<file path="config.mk">
export PLATFORM = sky130hd
export DESIGN_NAME = ex_mem_stage
export DESIGN_NICKNAME = d
export VERILOG_FILES = /design/src/rtl/ex_mem_stage.sv
export SDC_FILE = /design/constraint.sdc
export NUM_CORES = 1
export LEC_CHECK = 0
export ABC_CLOCK_PERIOD_IN_PS = 2000
export CAP_MARGIN = 20
export CORE_ASPECT_RATIO = 0.9
export CORE_MARGIN = 5
export CORE_UTILIZATION = 35
export CTS_CLUSTER_SIZE = 10
export DETAILED_ROUTE_END_ITERATION = 8
export RECOVER_POWER = 50
export SYNTH_ARGS = -nofsm -noshare
export SYNTH_HDL_FRONTEND = slang
export SYNTH_SLANG_ARGS = --single-unit
export TNS_END_PERCENT = 1
</file>
<file path="constraint.sdc">
create_clock -name clk -period 2 [get_ports clk]
set_input_delay 0.2 -clock clk [delete_from_list [all_inputs] [get_ports clk]]
set_output_delay 0.2 -clock clk [all_outputs]
set_load 0.01 [all_outputs]
</file>
<file path="src/rtl/ex_mem_stage.sv">
// rtl/ex_mem_stage.sv - EX/MEM pipeline register with 2-entry skid buffer and registered PC redirect
module ex_mem_stage #(
    parameter int DATA_WIDTH     = 32,
    parameter int REG_ADDR_WIDTH = 5
) (
    input  logic                      clk,
    input  logic                      rst_n,
    input  logic                      flush_i,
    input  logic                      ex_valid_i,
    output logic                      ex_ready_o,
    input  logic [DATA_WIDTH-1:0]     alu_result_i,
    input  logic                      alu_zero_i,
    input  logic [DATA_WIDTH-1:0]     pc_i,
    input  logic [DATA_WIDTH-1:0]     imm_i,
    input  logic [DATA_WIDTH-1:0]     rs2_data_i,
    input  logic [REG_ADDR_WIDTH-1:0] rd_i,
    input  logic [2:0]                funct3_i,
    input  logic                      is_branch_i,
    input  logic                      is_jal_i,
    input  logic                      is_jalr_i,
    input  logic                      branch_on_zero_i,
    input  logic                      mem_read_i,
    input  logic                      mem_write_i,
    input  logic                      reg_write_i,
    output logic                      mem_valid_o,
    input  logic                      mem_ready_i,
    output logic [DATA_WIDTH-1:0]     mem_addr_o,
    output logic [DATA_WIDTH-1:0]     wb_data_o,
    output logic [DATA_WIDTH-1:0]     store_data_o,
    output logic [REG_ADDR_WIDTH-1:0] rd_o,
    output logic [2:0]                funct3_o,
    output logic                      mem_read_o,
    output logic                      mem_write_o,
    output logic                      reg_write_o,
    output logic                      redirect_o,
    output logic [DATA_WIDTH-1:0]     redirect_pc_o
);

    localparam int PW = 3 * DATA_WIDTH + REG_ADDR_WIDTH + 6;

    logic                  main_valid_q, main_valid_d;
    logic                  skid_valid_q, skid_valid_d;
    logic [PW-1:0]         main_q, main_d;
    logic [PW-1:0]         skid_q, skid_d;
    logic                  ex_ready_q;
    logic                  redirect_q, redirect_d;
    logic [DATA_WIDTH-1:0] redirect_pc_q, redirect_pc_d;

    logic                  accept, store, drain, taken, is_jump;
    logic [DATA_WIDTH-1:0] target, wb_in;
    logic [PW-1:0]         beat_in;

    assign is_jump = is_jal_i | is_jalr_i;
    assign taken   = is_jump | (is_branch_i & (branch_on_zero_i ? alu_zero_i : ~alu_zero_i));
    assign target  = is_jalr_i ? {alu_result_i[DATA_WIDTH-1:1], 1'b0} : pc_i + imm_i;
    assign wb_in   = is_jump ? pc_i + DATA_WIDTH'(4) : alu_result_i;
    assign beat_in = {mem_read_i, mem_write_i, reg_write_i, funct3_i, rd_i,
                      rs2_data_i, wb_in, alu_result_i};

    assign accept = ex_valid_i & ex_ready_q & ~flush_i;
    // The beat right behind a taken transfer is on the wrong path and is discarded.
    assign store  = accept & ~redirect_q;
    assign drain  = main_valid_q & mem_ready_i;

    always_comb begin
        main_valid_d  = main_valid_q;
        skid_valid_d  = skid_valid_q;
        main_d        = main_q;
        skid_d        = skid_q;
        redirect_d    = store & taken;
        redirect_pc_d = (store & taken) ? target : redirect_pc_q;
        if (flush_i) begin
            main_valid_d = 1'b0;
            skid_valid_d = 1'b0;
            redirect_d   = 1'b0;
        end else if (drain) begin
            // ex_ready is low while skid is full, so skid and store never coincide here.
            if (skid_valid_q) begin
                main_d       = skid_q;
                skid_valid_d = 1'b0;
            end else if (store) begin
                main_d = beat_in;
            end else begin
                main_valid_d = 1'b0;
            end
        end else if (store) begin
            if (main_valid_q) begin
                skid_d       = beat_in;
                skid_valid_d = 1'b1;
            end else begin
                main_d       = beat_in;
                main_valid_d = 1'b1;
            end
        end
    end

    always_ff @(posedge clk or negedge rst_n) begin
        if (!rst_n) begin
            main_valid_q  <= 1'b0;
            skid_valid_q  <= 1'b0;
            main_q        <= '0;
            skid_q        <= '0;
            ex_ready_q    <= 1'b1;
            redirect_q    <= 1'b0;
            redirect_pc_q <= '0;
        end else begin
            main_valid_q  <= main_valid_d;
            skid_valid_q  <= skid_valid_d;
            main_q        <= main_d;
            skid_q        <= skid_d;
            ex_ready_q    <= ~skid_valid_d;
            redirect_q    <= redirect_d;
            redirect_pc_q <= redirect_pc_d;
        end
    end

    assign ex_ready_o    = ex_ready_q;
    assign mem_valid_o   = main_valid_q;
    assign redirect_o    = redirect_q;
    assign redirect_pc_o = redirect_pc_q;
    assign {mem_read_o, mem_write_o, reg_write_o, funct3_o, rd_o,
            store_data_o, wb_data_o, mem_addr_o} = main_q;

endmodule

</file>
==> run summary <==
via count: 12,028
Worst path max stage delay: 0.53 ns
register area: 0.00626 mm2
final non-filler cell total: 2,321
outcome: finished, violations left
register bit total from synthesis: 250
final hold vios: 0
Yosys top cell area share: 48.2%
combinational share of power: 30.8%
met1 Use GR: 30.8%
Worst Slack Setup Final: -0.0305 ns
R2R Setup Slk: 0.13 ns
Boundary Pins: 291
cell family with most CP delay: compound AO/OA/AOI/OAI gates
Least-Margin Pin Slew: 1.55 ns
CTS root buf: clkbuf_16
grt met2 use: 34.1%
# setup viols final: 4
Design Area, Final: 0.0194 mm2
die height: 192 um
routability-driven placement congestion ratio: 0.963
drt wl/cell: 19.8 um
vias in the first global route: 11,989
Synth Instances: 1,395
CTS tree: done
Setup Skew: 0.00649 ns
ys async rst share: 100%
register area share after synthesis: 48.4%
placed insts: 2,271
post-route minimum period: 2.03 ns
Pint: 12.4 mW
share of layout cells above drive strength 1: 23.3%
Synth area leaders: dfrtp_1 48%, nand2_1 8.1%, mux2_2 7.9%, a31oi_1 4.9%, nor2_1 4.6%
fillers: 3,287
met3 Usage GRT: 4.13%
die area: 0.0409 mm2
NetSw: 5.35 mW
pin count of the biggest net entering global routing: 64
most common cell after layout, fill and taps aside: nand2_1
Skew-Pair Late Insertion Delay: 0.56 ns
Critical Path Start Type: input pin
dpl hpwl: 34,200 um
clock share of power: 28.5%
Yosys cell types: 63
CP arrival: 2.51 ns
part of the power in registers: 40.7%
ys flop type: dfrtp_1
antenna cell count: 0
Rel. slew slack: -3.54%
global-route wire length before repair: 69,500 um
H-Tree Depth: 1
Clock Tree Buf Depth: 3
drt total wl: 45,900 um
crit path capture type: flip-flop
Die W: 213 um
placed cell area: 0.0179 mm2
period utilization: 102%
gr usage total: 21.5%
total CTS buffers: 30
Pre-antenna DRT Iters: 5
fin. max-slew vios: 47
failing checks: capacitance limit, slew limit, setup timing
IO buf count: 290
Max Clock Freq: 492 MHz
Hold/Removal Path Class: input pin to flip-flop
CP Cell Sequence: clkdlybuf4s50_1, ha_4, a21oi_1, o21ai_2, buf_4, a211oi_2, a21oi_2, or3_4, xnor2_1, o21ai_0
largest area contributor in the netlist: dfrtp_1
Remaining DRCs: 0
initial antenna violation count: 0
Switching Fraction: 30.1%
VDD IR-drop max: 0.636 mV
Max Cap Viol: 1
Multi-input gate area: 0.00686 mm2
Synth-to-Final Area Change: 50.3%
number of flops mapped to enable cells by yosys: 0
Cell Area, Synth: 0.0129 mm2
Remaining Overflow, GRT: 0
Row Count: 66
pwr/cell area: 914 mW/mm2
gr busiest metal: met2
Initial Util: 35.6%
Post-DRT Antenna Nets: 0
Syn. warnings: 0
initial DRC count: 932
RSZ-0062 raised after global routing: true
LEAKAGE: 8.67 nW
Critical Path Fanout Max: 4
syn_area_per_cell: 9.27 um2
CTS clk-pin slew, worst paths: 0.06 ns
slowest cell on the critical path: clkdlybuf4s50_1
Mapped Nets: 1,577
WP data required: 2.48 ns
Final #Nets: 2,018
CP Buf/Inv Count: 2
kind of critical path: input pin to flip-flop
Vias/cell: 5.18
core area: 0.0363 mm2
clock sinks: 250
most frequent cells in the layout: 276 x nand2_1, 249 x dfrtp_1, 197 x clkdlybuf4s50_1
[sequential cells by signal, indices dropped and copies added, names as in the netlist]
name,flops
skid_q,107
skid_valid_q,1
main_q,107
redirect_pc_o,32
ex_ready_o,1
mem_valid_o,1
redirect_o,1
[final cells by class]
class	instances	area share [%]
Inverter	13	0.251
Clock inverter	3	0.264
Clock buffer	38	4.27
Timing Repair Buffer	498	24.7
Sequential cell	250	32.2
Multi-Input combinational cell	1043	35.3
Tap cell	476	3.06
[metrics by stage]
step	hold slack (ns)	power (mW)	utilization [%]	setup WS, ns	setup TNS [ns]
floorplan	-0.0956	9.51	-	-0.144	-4.04
global placement	0.161	12.6	49.3	-0.837	-33.39
detailed placement	0.166	12.7	49.3	-0.872	-36.01
CTS	0.143	18.0	52.4	-0.0480	-0.135
global route	0.179	18.7	53.5	-0.0720	-1.14
finish	0.178	17.8	53.5	-0.0305	-0.0595
[per-layer routing]
layer / vias to the layer above / routed length, um
met5: - / 0
met3: 64 / 3250
met2: 380 / 20800
met1: 5829 / 20800
met4: 0 / 1070
li1: 5755 / -
[final timing paths]
kind | from | endpoint | depth (start not counted)
setup / recovery | pc_i[13] | redirect_pc_o[26]$_DFFE_PN0P_ | 10
hold / removal | is_jalr_i | redirect_pc_o[28]$_DFFE_PN0P_ | 4
setup reg to reg | ex_ready_o$_DFF_PN1_ | redirect_pc_o[17]$_DFFE_PN0P_ | 7
hold reg to reg | redirect_pc_o[0]$_DFFE_PN0P_ | redirect_pc_o[0]$_DFFE_PN0P_ | 2
max in group asynchronous | rst_n | main_q[46]$_DFFE_PN0P_ | 3
min in group asynchronous | rst_n | skid_q[83]$_DFFE_PN0P_ | 2
[worst reg2reg max path, delay by kind of cell (launching register included)]
kind / cells / cell delay (ns)
DFF: 1 / 0.53
and+or+nand+nor: 3 / 0.53
AOI/OAI and AO/OA: 1 / 0.19
buffers and inverters: 3 / 0.54
[power by group through the flow]
| stage | sequential (mW) | combinational (mW) | clock, mW |
|---|---|---|---|
| detailed placement | 7.33 | 5.41 | 0 |
| global placement | 7.26 | 5.34 | 0 |
| floorplan | 7.48 | 2.03 | 0 |
| CTS | 7.26 | 5.52 | 5.19 |
| finish | 7.24 | 5.47 | 5.06 |
| global route | 7.41 | 5.94 | 5.39 |
[cells in the mapped netlist, types with 9 or more instances]
cell / number
buf_2: 11
o21ai_0: 63
a21oi_1: 86
o21a_1: 9
nand2_1: 279
nand3_1: 23
xor2_1: 23
mux2_2: 91
and3_1: 20
nor3_1: 10
xnor2_1: 31
a21o_1: 20
ha_1: 32
inv_1: 13
dfrtp_1: 249
a31oi_1: 101
nor2_1: 158
mux2i_1: 9
o211ai_1: 12
clkbuf_1: 65
a211oi_1: 13
buf_1: 9
[logic make-up after synthesis]
family | count (synthesis) | share of synthesized area, %
AO/OA/AOI/OAI | 338 | 16.1
XOR/XNOR | 54 | 3.66
adder cells (fa/ha/maj) | 33 | 3.25
buffers and inverters | 102 | 3.18
flip-flops | 250 | 48.4
multiplexers | 100 | 8.62
AND/OR/NAND/NOR | 518 | 16.8
[repair_timing]
| item | CTS | global route |
|---|---|---|
| hold buffers | 1 | 0 |
| pin swaps | 21 | 38 |
| setup buffers | 5 | 3 |
| endpoints found under the hold margin | 45 | 0 |
| resized for setup | 41 | 82 |
| setup endpoints to repair | 26 | 43 |
| gates cloned | 0 | 0 |
No activity file was read; power rests on OpenSTA's default activity.
